<file path="src/rtl/regfile_arbiter_if.sv">
// Request/response bundle for the two requesters of regfile_arbiter.
// The master modport is the requester side and the slave modport is the arbiter side.
interface regfile_arbiter_if #(
    parameter int ADDR_W = 6,
    parameter int DATA_W = 32
);
    // Handshake: a request transfers in any cycle where reqN_valid & reqN_ready.
    // reqN_ready may depend combinationally on both valids, so valid must never
    // depend on ready. A stalled requester holds its fields stable. Responses
    // have no backpressure.
    logic              req0_valid;
    logic              req0_ready;
    logic              req0_write;
    logic [ADDR_W-1:0] req0_addr1;
    logic [ADDR_W-1:0] req0_addr2;
    logic [DATA_W-1:0] req0_wdata;
    logic              rsp0_valid;
    logic [DATA_W-1:0] rsp0_src1;
    logic [DATA_W-1:0] rsp0_src2;

    logic              req1_valid;
    logic              req1_ready;
    logic              req1_write;
    logic [ADDR_W-1:0] req1_addr1;
    logic [ADDR_W-1:0] req1_addr2;
    logic [DATA_W-1:0] req1_wdata;
    logic              rsp1_valid;
    logic [DATA_W-1:0] rsp1_src1;
    logic [DATA_W-1:0] rsp1_src2;

    modport master (
        output req0_valid, req0_write, req0_addr1, req0_addr2, req0_wdata,
        output req1_valid, req1_write, req1_addr1, req1_addr2, req1_wdata,
        input  req0_ready, rsp0_valid, rsp0_src1, rsp0_src2,
        input  req1_ready, rsp1_valid, rsp1_src1, rsp1_src2
    );

    modport slave (
        input  req0_valid, req0_write, req0_addr1, req0_addr2, req0_wdata,
        input  req1_valid, req1_write, req1_addr1, req1_addr2, req1_wdata,
        output req0_ready, rsp0_valid, rsp0_src1, rsp0_src2,
        output req1_ready, rsp1_valid, rsp1_src1, rsp1_src2
    );
endinterface

</file>
<file path="src/rtl/regfile_arbiter.sv">
// Two-requester arbiter in front of a 2R1W register file: read/write pairs are
// granted together, same-type conflicts are serialised round-robin.
module regfile_arbiter #(
    parameter int ADDR_W = 6,
    parameter int DATA_W = 32
) (
    input  logic              clk,
    input  logic              rst,
    regfile_arbiter_if.slave  req,
    output logic              rf_enable,
    output logic              rf_write,
    output logic [ADDR_W-1:0] rf_src1_addr,
    output logic [ADDR_W-1:0] rf_src2_addr,
    output logic [ADDR_W-1:0] rf_write_addr,
    output logic [DATA_W-1:0] rf_write_data,
    input  logic [DATA_W-1:0] rf_src1,
    input  logic [DATA_W-1:0] rf_src2,
    output logic              dbg_prio
);

    logic              prio;
    logic              mixed;
    logic              contend;
    logic              gnt0;
    logic              gnt1;
    logic              rd0;
    logic              rd1;
    logic              wr_any;
    logic [ADDR_W-1:0] src1_a;
    logic [ADDR_W-1:0] src2_a;
    logic [ADDR_W-1:0] wr_a;
    logic [DATA_W-1:0] wr_d;
    logic [DATA_W-1:0] sel_src1;
    logic [DATA_W-1:0] sel_src2;

    // Grants are computed without reset; reset only gates what leaves the block.
    always_comb begin
        mixed   = req.req0_write ^ req.req1_write;
        contend = req.req0_valid & req.req1_valid & ~mixed;
        gnt0    = req.req0_valid & (~req.req1_valid | mixed | ~prio);
        gnt1    = req.req1_valid & (~req.req0_valid | mixed | prio);
        rd0     = gnt0 & ~req.req0_write;
        rd1     = gnt1 & ~req.req1_write;
        wr_any  = (gnt0 & req.req0_write) | (gnt1 & req.req1_write);

        src1_a = '0;
        src2_a = '0;
        if (rd0) begin
            src1_a = req.req0_addr1;
            src2_a = req.req0_addr2;
        end else if (rd1) begin
            src1_a = req.req1_addr1;
            src2_a = req.req1_addr2;
        end

        wr_a = '0;
        wr_d = '0;
        if (gnt0 & req.req0_write) begin
            wr_a = req.req0_addr1;
            wr_d = req.req0_wdata;
        end else if (gnt1 & req.req1_write) begin
            wr_a = req.req1_addr1;
            wr_d = req.req1_wdata;
        end

        // Same-cycle write bypasses the regfile, which only commits at the edge.
        sel_src1 = (wr_any && src1_a == wr_a) ? wr_d : rf_src1;
        sel_src2 = (wr_any && src2_a == wr_a) ? wr_d : rf_src2;
    end

    assign req.req0_ready = rst & gnt0;
    assign req.req1_ready = rst & gnt1;
    assign rf_enable      = rst & (gnt0 | gnt1);
    assign rf_write       = rst & wr_any;
    assign rf_src1_addr   = rst ? src1_a : '0;
    assign rf_src2_addr   = rst ? src2_a : '0;
    assign rf_write_addr  = rst ? wr_a : '0;
    assign rf_write_data  = rst ? wr_d : '0;
    assign dbg_prio       = prio;

    always_ff @(posedge clk or negedge rst) begin
        if (!rst) begin
            prio           <= 1'b0;
            req.rsp0_valid <= 1'b0;
            req.rsp0_src1  <= '0;
            req.rsp0_src2  <= '0;
            req.rsp1_valid <= 1'b0;
            req.rsp1_src1  <= '0;
            req.rsp1_src2  <= '0;
        end else begin
            // The loser of a same-type conflict wins next time.
            if (contend) prio <= ~prio;
            req.rsp0_valid <= rd0;
            req.rsp1_valid <= rd1;
            if (rd0) begin
                req.rsp0_src1 <= sel_src1;
                req.rsp0_src2 <= sel_src2;
            end
            if (rd1) begin
                req.rsp1_src1 <= sel_src1;
                req.rsp1_src2 <= sel_src2;
            end
        end
    end

endmodule

</file>
<file path="src/flat_wrapper.sv">
// flat-port wrapper written by rule: the top's interface ports become plain ports
module regfile_arbiter_flat 
#(
    parameter int ADDR_W = 6,
    parameter int DATA_W = 32
)
  (clk, rst, rf_enable, rf_write, rf_src1_addr, rf_src2_addr, rf_write_addr, rf_write_data, rf_src1, rf_src2, dbg_prio, req_req0_valid, req_req0_write, req_req0_addr1, req_req0_addr2, req_req0_wdata, req_req1_valid, req_req1_write, req_req1_addr1, req_req1_addr2, req_req1_wdata, req_req0_ready, req_rsp0_valid, req_rsp0_src1, req_rsp0_src2, req_req1_ready, req_rsp1_valid, req_rsp1_src1, req_rsp1_src2);
  regfile_arbiter_if #(.ADDR_W(ADDR_W), .DATA_W(DATA_W)) req_i ();
  input  logic clk;
  input  logic rst;
  output logic rf_enable;
  output logic rf_write;
  output logic [ADDR_W-1:0] rf_src1_addr;
  output logic [ADDR_W-1:0] rf_src2_addr;
  output logic [ADDR_W-1:0] rf_write_addr;
  output logic [DATA_W-1:0] rf_write_data;
  input  logic [DATA_W-1:0] rf_src1;
  input  logic [DATA_W-1:0] rf_src2;
  output logic dbg_prio;
  input wire logic [$bits(req_i.req0_valid)-1:0] req_req0_valid;
  input wire logic [$bits(req_i.req0_write)-1:0] req_req0_write;
  input wire logic [$bits(req_i.req0_addr1)-1:0] req_req0_addr1;
  input wire logic [$bits(req_i.req0_addr2)-1:0] req_req0_addr2;
  input wire logic [$bits(req_i.req0_wdata)-1:0] req_req0_wdata;
  input wire logic [$bits(req_i.req1_valid)-1:0] req_req1_valid;
  input wire logic [$bits(req_i.req1_write)-1:0] req_req1_write;
  input wire logic [$bits(req_i.req1_addr1)-1:0] req_req1_addr1;
  input wire logic [$bits(req_i.req1_addr2)-1:0] req_req1_addr2;
  input wire logic [$bits(req_i.req1_wdata)-1:0] req_req1_wdata;
  output wire logic [$bits(req_i.req0_ready)-1:0] req_req0_ready;
  output wire logic [$bits(req_i.rsp0_valid)-1:0] req_rsp0_valid;
  output wire logic [$bits(req_i.rsp0_src1)-1:0] req_rsp0_src1;
  output wire logic [$bits(req_i.rsp0_src2)-1:0] req_rsp0_src2;
  output wire logic [$bits(req_i.req1_ready)-1:0] req_req1_ready;
  output wire logic [$bits(req_i.rsp1_valid)-1:0] req_rsp1_valid;
  output wire logic [$bits(req_i.rsp1_src1)-1:0] req_rsp1_src1;
  output wire logic [$bits(req_i.rsp1_src2)-1:0] req_rsp1_src2;
  assign req_i.req0_valid = req_req0_valid;
  assign req_i.req0_write = req_req0_write;
  assign req_i.req0_addr1 = req_req0_addr1;
  assign req_i.req0_addr2 = req_req0_addr2;
  assign req_i.req0_wdata = req_req0_wdata;
  assign req_i.req1_valid = req_req1_valid;
  assign req_i.req1_write = req_req1_write;
  assign req_i.req1_addr1 = req_req1_addr1;
  assign req_i.req1_addr2 = req_req1_addr2;
  assign req_i.req1_wdata = req_req1_wdata;
  assign req_req0_ready = req_i.req0_ready;
  assign req_rsp0_valid = req_i.rsp0_valid;
  assign req_rsp0_src1 = req_i.rsp0_src1;
  assign req_rsp0_src2 = req_i.rsp0_src2;
  assign req_req1_ready = req_i.req1_ready;
  assign req_rsp1_valid = req_i.rsp1_valid;
  assign req_rsp1_src1 = req_i.rsp1_src1;
  assign req_rsp1_src2 = req_i.rsp1_src2;
  regfile_arbiter #(.ADDR_W(ADDR_W), .DATA_W(DATA_W)) u_core (.clk(clk), .rst(rst), .req(req_i), .rf_enable(rf_enable), .rf_write(rf_write), .rf_src1_addr(rf_src1_addr), .rf_src2_addr(rf_src2_addr), .rf_write_addr(rf_write_addr), .rf_write_data(rf_write_data), .rf_src1(rf_src1), .rf_src2(rf_src2), .dbg_prio(dbg_prio));
endmodule
</file>
<file path="config.mk">
export PLATFORM = sky130hd
export DESIGN_NAME = regfile_arbiter_flat
export DESIGN_NICKNAME = d
export VERILOG_FILES = /design/src/rtl/regfile_arbiter_if.sv /design/src/rtl/regfile_arbiter.sv /design/src/flat_wrapper.sv
export SDC_FILE = /design/constraint.sdc
export NUM_CORES = 1
export LEC_CHECK = 0
export ABC_AREA = 1
export ABC_CLOCK_PERIOD_IN_PS = 2500
export BUFFER_PORTS_ARGS = -buffer_cell sky130_fd_sc_hd__buf_2
export CAP_MARGIN = 20
export CORE_AREA = 2 2 132 134
export CTS_CLUSTER_SIZE = 28
export DETAILED_ROUTE_END_ITERATION = 10
export DIE_AREA = 0 0 134 136
export PLACE_DENSITY = 0.85
export RECOVER_POWER = 100
export SLEW_MARGIN = 10
export SYNTH_ARGS = -nofsm -noshare
export SYNTH_HDL_FRONTEND = slang
export SYNTH_SLANG_ARGS = --single-unit
</file>
<file path="constraint.sdc">
create_clock -name clk -period 2.5 [get_ports clk]
set_clock_uncertainty 0.05 [all_clocks]
set_input_delay 0.375 -clock clk [delete_from_list [all_inputs] [get_ports clk]]
set_output_delay 0.375 -clock clk [all_outputs]
set_load 0.005 [all_outputs]
</file>
==> impl_metrics.toml, run 1 <==
[power]
p_sw_uw = 2640
total_power_uw = 7720
power.leakage_uw = 0.00587
p_per_area_nw_per_um2 = 770
swShare = 0.342
power_frac_seq = 0.376
p_clk_frac = 0.336
internal_power_uw = 5070
combPwrFrac = 0.288
vdd_drop_max_v = 0.000458

[yosys]
synthTopCellsByArea = "dfrtp_1 (44%), nand2_1 (20%), nand3_1 (13%)"
synth.avg_cell_area_um2 = 6.78
synth_edf_count = 0
yosysMostFrequentCell = "nand2_1"
synth-seq-area-share = 0.440
ys_types = 22
synth_top_area_frac = 0.440
yosys.area.top_type = "dfrtp_1"
syn_area_um2 = 7450
yosys-top-cells-count = "nand2_1 (391), nand3_1 (198), inv_1 (174)"
synth-async-reset-ratio = 1.00
syn_nets = 1257
yosys_register_bits = 131
synth_flop_cell = "dfrtp_1"
yosysWarnings = 0
syn_inst = 1099

[routing]
postRouteAntennaNets = 0
dr.pass1.iters = 5
routed_wl_um = 27100
drtIter0Drc = 669
wl_per_cell_um = 16.3
drc = 0
vias = 8693
vias_per_cell = 5.21

[final_layout]
layout-drive-gt1-share = 0.215
n_fill_cell = 1585
nNetsFinal = 1588
antenna_cells = 0
syn2layout_area_growth_pct = 34.5

[outcome]
violations = "capacitance limit, slew limit"
outcome = "finished, violations left"

[global_route]
grt_max_degree = 132
grt_pass1_vias = 8203
grt_pass1_wl_um = 41700
antenna_found_initial = 0
track_usage = 0.294
overflow = 0

[clock_network]
htreeDepth = 4
cts_buffer_depth = 2
root_buffer = "clkbuf_16"
cts-buffers-inserted = 17
clock-sinks = 131
clock_latency_ns = 0.41
cts_tree = "done"
cts_hold_buf = 0
cts.clk_slew.worst_paths_ns = 0.06

[floorplanning]
io_pins = 343
rows = 48
die_area_um2 = 18200
die_h_um = 136
die_w_um = 134
initial_core_util = 0.441
design.core.area_um2 = 16900

[timing]
slew_headroom = -0.251
setup-violations-final = 0
rsz0062_at_grt = "no"
fmax_mhz = 413
holdWs_ns = 0.229
min_period_ns = 2.42
fin_setup_tns_ns = 0
hold_viol = 0
slew_violations = 132
worstMarginPinSlew_ns = 1.88
period_share = 0.969

[worst_setup_path]
critPathRequiredTime_ns = 2.08
arrival_ns = 2.00
critPathCaptureType = "output port"
path_class = "reg2out"
crit_fanout = 13
start_kind = "flop"

[place]
io_buffers = 342
dpl.hpwl_um = 19000
globalplace.congestion = 0.898

[run]
maxCapViolCount = 1

[hold_path]
hp-class = "in2reg"
## per-stage QoR
step	utilization	instances	worst slack (ns)	area (um^2)
final	0.594	1667	0.0769	10000
after global routing	0.594	1667	0.0197	10000
after CTS	0.604	1666	0.0160	10200
after detailed placement	0.567	1635	0.113	9570
after global placement	0.567	1635	0.166	9570
after floorplan	-	1099	0.306	7450
## routing by layer
layer / global-route usage / vias up / part of all wire
met5: 0 / - / 0
met4: 0.121 / 0 / 0.031
met3: 0.0447 / 75 / 0.085
met2: 0.484 / 566 / 0.48
met1: 0.388 / 3971 / 0.41
li1: - / 4081 / -
## area by class of cell
cell class / instances / area, um^2 / share of cell area
Sequential cell: 131 / 3280 / 0.327
Clock inverter: 11 / 153 / 0.0152
Clock buffer: 20 / 457 / 0.0456
Multi-Input combinational cell: 722 / 3200 / 0.319
Tap cell: 225 / 282 / 0.0281
Timing Repair Buffer: 376 / 1970 / 0.196
Inverter: 182 / 683 / 0.0682
## power by group through the flow
| stage | Combinational (uW) | Clock (uW) | Sequential, uW |
|---|---|---|---|
| floorplan | 1060 | 0 | 2930 |
| global placement | 2240 | 0 | 2910 |
| detailed placement | 2300 | 0 | 2900 |
| CTS | 2310 | 2620 | 2880 |
| global route | 2460 | 2720 | 2950 |
| finish | 2220 | 2590 | 2900 |
## worst max-delay path: stages, from the launching register on
cell and delay, ns:
dfrtp_1 0.39, nand2_1 0.13, o211ai_4 0.10, buf_12 0.15, buf_6 0.15, o22ai_1 0.27, inv_1 0.13, nor2_1 0.10
clkbuf_1 0.13
## logic make-up after synthesis
kind of cell / synth area share
XOR/XNOR: 0.00118
buffers and inverters: 0.133
AO/OA/AOI/OAI: 0.0344
AND/OR/NAND/NOR: 0.391
flip-flops: 0.440
## state kept, by name (all words and copies together) (netlist names)
name                   count
u_core.req.rsp0_valid      1
u_core.req.rsp0_src1      32
u_core.req.rsp1_src2      32
u_core.req.rsp1_valid      1
u_core.req.rsp1_src1      32
u_core.req.rsp0_src2      32
u_core.dbg_prio            1
## cells in the final DEF, fill, tap and decap left out, types with 3 or more instances in the layout
master,n
inv_2,9
a21oi_1,5
buf_12,11
clkbuf_2,15
clkinv_4,3
dfrtp_1,131
nand3_1,198
clkbuf_16,17
clkbuf_1,118
buf_4,16
nand4_1,25
bufinv_16,3
inv_1,173
buf_6,4
nor2_1,56
buf_2,212
o22ai_1,32
nand2_1,391
nand2_2,3
clkinvlp_4,3
nor2_4,5
## final timing paths
check / cells past startpoint / slack [ns] / from / end
hold / removal: 5 / 0.23 / rf_src1[7] / u_core.req.rsp1_src1[7]
hold reg to reg: 2 / 0.42 / u_core.req.rsp0_src2[24] / u_core.req.rsp0_src2[24]
min in group asynchronous: 2 / 0.53 / rst / u_core.dbg_prio
max in group asynchronous: 2 / 0.62 / rst / u_core.req.rsp0_src2[0]
setup reg to reg: 16 / 0.21 / u_core.dbg_prio / u_core.req.rsp0_src2[15]
setup / recovery: 8 / 0.08 / u_core.dbg_prio / rf_write_data[21]
## repair_timing
item                                    4_1_cts  5_1_grt
pin swaps                                     0        1
buffers inserted                              0        1
endpoints found under the setup margin        4       86
resized for setup                             2        1
Power figures use the tool's default switching activity.
==> run 2: changes to the inputs <==
--- a/config.mk
+++ b/config.mk
@@ -6,7 +6,7 @@
 export NUM_CORES = 1
 export LEC_CHECK = 0
 export ABC_AREA = 1
-export ABC_CLOCK_PERIOD_IN_PS = 2500
+export ABC_CLOCK_PERIOD_IN_PS = 2600
 export BUFFER_PORTS_ARGS = -buffer_cell sky130_fd_sc_hd__buf_2
 export CAP_MARGIN = 20
 export CORE_AREA = 2 2 132 134
==> constraint.sdc (replaced) <==
create_clock -name clk -period 2.6 [get_ports clk]
set_clock_uncertainty 0.05 [all_clocks]
set_input_delay 0.39 -clock clk [delete_from_list [all_inputs] [get_ports clk]]
set_output_delay 0.39 -clock clk [all_outputs]
set_load 0.005 [all_outputs]
==> run 2 against run 1 <==
  * The run still ends with capacitance limit, slew limit left
  * Cell area fell by 0.49%
  * Hold slack improved by 0.0022 ns
  * Die area did not move
  * Largest cell class unchanged
  * Highest routed layer unchanged
==> impl_metrics.toml, run 2 (synthesized netlist as in run 1, its figures left out) <==
[global_route]
grt_max_degree = 132
track_usage = 0.295
grt_pass1_vias = 8332
antenna_found_initial = 0
grt_pass1_wl_um = 42100
overflow = 0

[worst_setup_path]
critPathCaptureType = "output port"
start_kind = "flop"
path_class = "reg2out"
critPathRequiredTime_ns = 2.16
crit_fanout = 19
arrival_ns = 2.02

[floorplanning]
rows = 48
initial_core_util = 0.441
die_area_um2 = 18200
die_w_um = 134
die_h_um = 136
io_pins = 343
design.core.area_um2 = 16900

[timing]
slew_headroom = -0.252
fin_setup_tns_ns = 0
slew_violations = 132
min_period_ns = 2.46
hold_viol = 0
period_share = 0.946
rsz0062_at_grt = "no"
fmax_mhz = 407
worstMarginPinSlew_ns = 1.88
setup-violations-final = 0

[outcome]
outcome = "finished, violations left"
violations = "capacitance limit, slew limit"

[routing]
drtIter0Drc = 779
routed_wl_um = 27400
vias = 8772
wl_per_cell_um = 16.4
postRouteAntennaNets = 0
drc = 0
vias_per_cell = 5.25
dr.pass1.iters = 5

[power]
vdd_drop_max_v = 0.000479
p_per_area_nw_per_um2 = 741
power.leakage_uw = 0.00588

[clock_network]
clock-sinks = 131
cts_buffer_depth = 2
cts.clk_slew.worst_paths_ns = 0.06
clock_latency_ns = 0.42
htreeDepth = 4
root_buffer = "clkbuf_16"
cts-buffers-inserted = 17
cts_tree = "done"

[place]
dpl.hpwl_um = 19200
postPlaceCellArea_um2 = 9530
io_buffers = 342
globalplace.congestion = 0.911

[final_layout]
layout_common_cells = "nand2_1 (391), buf_2 (215), nand3_1 (198)"
nNetsFinal = 1590
layout_commonest_cell = "nand2_1"
syn2layout_area_growth_pct = 33.9
n_fill_cell = 1626
fin_area_um2 = 9970
layout-drive-gt1-share = 0.217

[run]
maxCapViolCount = 1

[hold_path]
hp-class = "in2reg"
run 2: cell types whose count changed in the layout (fill, tap and decap cells not counted), moves of 2 or more:
cell / change
clkbuf_2: +4
buf_2: +3
clkbuf_4: +2
inv_1: +2
clkbuf_1: -8
inv_2: -3
buf_6: -2
buf_12: -4
buf_1: +3
buf_4: +5
run 2: where the power goes:
group	internal, uW	switching [uW]
Clock	1530	933
Sequential	2500	290
Combinational	802	1320
run 2: layer usage:
metal  track usage  vias up  part of all wire
li1              -     4089                 -
met1         0.369     4049              0.39
met2         0.489      554              0.48
met3        0.0641       80             0.096
met4         0.140        0             0.034
met5             0        -                 0
run 2: path summary, 6_finish.rpt:
check	cells after the start	slack [ns]	end	from
min in group asynchronous	2	0.56	u_core.req.rsp1_src1[29]	rst
hold / removal	5	0.23	u_core.req.rsp0_src1[7]	rf_src1[7]
hold reg to reg	2	0.43	u_core.req.rsp0_src1[22]	u_core.req.rsp0_src1[22]
setup / recovery	7	0.14	rf_write_data[17]	u_core.dbg_prio
max in group asynchronous	2	0.71	u_core.req.rsp1_src2[31]	rst
setup reg to reg	13	0.21	u_core.req.rsp1_src2[10]	u_core.dbg_prio
run 2: what timing repair did:
action | in CTS | in global routing
resized for setup | 0 | 1
setup buffers | 0 | 4
hold buffers | 0 | 0
setup endpoints to repair | 0 | 19
run 2: layout make-up:
type | count | area (um^2) | area share
Sequential cell | 131 | 3280 | 0.329
Antenna cell | 1 | 2.50 | 0.000251
Clock inverter | 11 | 154 | 0.0154
Tap cell | 225 | 282 | 0.0282
Inverter | 182 | 683 | 0.0685
Clock buffer | 20 | 447 | 0.0448
Multi-Input combinational cell | 722 | 3190 | 0.320
Timing Repair Buffer | 378 | 1930 | 0.194
run 2: per-stage QoR:
stage	hold WS (ns)	std cells	power, uW	util	setup WS (ns)
after floorplan	0.0444	1099	3830	-	0.391
after global placement	0.408	1634	4940	0.565	0.222
after detailed placement	0.410	1634	5000	0.565	0.176
after CTS	0.0687	1665	7480	0.600	0.0269
after global routing	0.246	1669	7770	0.591	0.0297
final	0.231	1670	7390	0.591	0.140
run 2: critical path: stages (launching register included):
cell	delay, ns
dfrtp_1	0.36
nand2_1	0.11
o211ai_4	0.29
buf_4	0.32
o22ai_1	0.14
inv_1	0.17
nor2_1	0.07
clkbuf_2	0.12
==> run 3: changes to the inputs <==
--- a/config.mk
+++ b/config.mk
@@ -9,11 +9,11 @@
 export ABC_CLOCK_PERIOD_IN_PS = 2600
 export BUFFER_PORTS_ARGS = -buffer_cell sky130_fd_sc_hd__buf_2
 export CAP_MARGIN = 20
-export CORE_AREA = 2 2 132 134
+export CORE_UTILIZATION = 33
 export CTS_CLUSTER_SIZE = 28
 export DETAILED_ROUTE_END_ITERATION = 10
-export DIE_AREA = 0 0 134 136
-export PLACE_DENSITY = 0.85
+export MAX_ROUTING_LAYER = met4
+export PLACE_DENSITY = 0.68
 export RECOVER_POWER = 100
 export SLEW_MARGIN = 10
 export SYNTH_ARGS = -nofsm -noshare
==> run 3 against run 2 <==
  * The flow finishes with violations (DRC, capacitance limit, slew limit)
  * Global-route usage fell by 4.3 points
  * Combinational power barely moved
  * Cell area rose by 1.3%
  * Register-to-register slack improved by 0.03 ns
  * Final cell count rose by 3.6%
  * Hold slack improved by 0.0092 ns
  * Total power rose by 1.1%
  * Worst setup slack improved by 0.019 ns
  * First-iteration DRC count fell by 29%
  * Sequential share of layout area fell by 0.43 points
  * Via count fell by 2.7%
  * Highest routed layer unchanged
==> impl_metrics.toml, run 3 (synthesized netlist as in run 1, its figures left out) <==
[timing]
slew_headroom = -0.241
fin_setup_tns_ns = 0
period_share = 0.939
worstMarginPinSlew_ns = 1.86
hold_viol = 0
fmax_mhz = 410
setup-violations-final = 0
slew_violations = 132
holdWs_ns = 0.241
rsz0062_at_grt = "no"
min_period_ns = 2.44

[place]
globalplace.congestion = 0.906
dpl.hpwl_um = 20100
io_buffers = 342
postPlaceCellArea_um2 = 9610
dp_cells = 1693

[worst_setup_path]
arrival_ns = 2.00
critPathCaptureType = "output port"
start_kind = "flop"
rrSetupSlack_ns = 0.24
path_buf_inv = 3
reg2reg_depth = 13
timing.rr.start = "u_core.dbg_prio"
max_stage_delay_ns = 0.36
r2r-end = "u_core.req.rsp0_src1[19]"
critPathRequiredTime_ns = 2.16
cp_slowest_cell = "dfrtp_1"
path_delay_family = "buffers and inverters"
path_class = "reg2out"
crit_fanout = 18
path_cells = "nand2_1 > o211ai_4 > buf_4 > o22ai_1 > inv_1 > nor2_1 > clkbuf_2"

[hold_path]
hold-path-endpoint = "u_core.req.rsp1_src1[2]"
hp-class = "in2reg"
min_from = "rf_src1[2]"
holdPathStages = 5

[outcome]
outcome = "finished, violations left"
violations = "DRC, capacitance limit, slew limit"

[global_route]
grt_max_degree = 132
overflow = 0
grt_pass1_wl_um = 44700
track_usage = 0.253
antenna_found_initial = 1
grt_pass1_vias = 8276

[power]
vdd_drop_max_v = 0.000318
p_per_area_nw_per_um2 = 740
power.leakage_uw = 0.00592

[floorplanning]
die_w_um = 152
die_area_um2 = 23200
io_pins = 343
initial_core_util = 0.339
die_h_um = 152
design.core.area_um2 = 22000
rows = 54

[routing]
vias = 8536
drc = 19
vias_per_cell = 4.93
routed_wl_um = 28300
wl_per_cell_um = 16.3
dr.pass1.iters = 8
drtIter0Drc = 552
postRouteAntennaNets = 0

[final_layout]
layout_commonest_cell = "nand2_1"
syn2layout_area_growth_pct = 35.6
fin_cells = 1730
fin_area_um2 = 10100
n_fill_cell = 2302
nNetsFinal = 1594
layout_common_cells = "nand2_1 (391), buf_2 (222), nand3_1 (197)"
layout-drive-gt1-share = 0.231

[clock_network]
htreeDepth = 4
cts.clk_slew.worst_paths_ns = 0.06
clock-sinks = 131
clock_latency_ns = 0.41
cts_buffer_depth = 2
root_buffer = "clkbuf_16"
cts-buffers-inserted = 17
cts_tree = "done"

[run]
maxCapViolCount = 1
==> run 3: changes by cell type in the layout (fill, tap and decap cells not counted), moves of 2 or more <==
cell        before  now
clkbuf_4         3    1
inv_6            1    4
clkinvlp_4       2    4
buf_4           21   28
buf_2          215  222
buf_6            2    4
nand3_4          0    2
clkbuf_2        19   23
clkinv_4         4    1
buf_12           7    5
clkbuf_1       110   99
inv_2            6    8
==> run 3: tightest hold or removal path, delay by kind of cell <==
family                 cells  cell delay, ns
AND/OR/NAND/NOR            3            0.18
buffers and inverters      2            0.10
==> run 3: metal layers <==
| metal | GRT usage | routed length [um] | part of all wire |
|---|---|---|---|
| met1 | 0.320 | 12300 | 0.43 |
| met2 | 0.409 | 13500 | 0.48 |
| met3 | 0.0444 | 2000 | 0.071 |
| met4 | 0.0807 | 479 | 0.017 |
| met5 | - | 0 | 0 |
==> run 3: repair_timing <==
action / CTS / global route
gates resized for setup: 0 / 3
hold endpoints to repair: 0 / 0
buffers inserted: 0 / 4
hold buffers: 0 / 0
endpoints found under the setup margin: 0 / 32
==> run 3: worst max-delay path by stage <==
stage                               end       startpoint  depth (start not counted)  slack (ns)
5_1_grt               rf_write_data[13]  u_core.dbg_prio                          7        0.02
6_report               rf_write_data[3]  u_core.dbg_prio                          7        0.16
2_1_floorplan   u_core.req.rsp1_src1[0]   req_req0_write                         16        0.39
4_1_cts                rf_write_data[3]  u_core.dbg_prio                          7       0.004
3_3_place_gp   u_core.req.rsp1_src1[19]   req_req1_write                         16        0.06
3_5_place_dp   u_core.req.rsp0_src1[18]   req_req1_write                         16        0.04
==> run 3: layout make-up <==
type	instances	area, um^2	area share
Timing Repair Buffer	382	1960	0.194
Inverter	182	683	0.0676
Clock inverter	13	175	0.0173
Sequential cell	131	3280	0.325
Multi-Input combinational cell	722	3220	0.319
Clock buffer	19	433	0.0429
Antenna cell	1	2.50	0.000248
Tap cell	280	350	0.0347
==> run 3: stage by stage <==
step                      power (uW)  setup WS, ns   util
after floorplan                 3830         0.391      -
after CTS                       7580       0.00396  0.465
after global routing            7900        0.0155  0.460
after detailed placement        5020        0.0395  0.438
final                           7470         0.159  0.460
after global placement          4980        0.0634  0.438
==> run 3: power by group <==
group | total [uW] | internal (uW) | switching [uW]
Sequential | 2790 | 2500 | 288
Combinational | 2150 | 821 | 1320
Clock | 2530 | 1530 | 1000
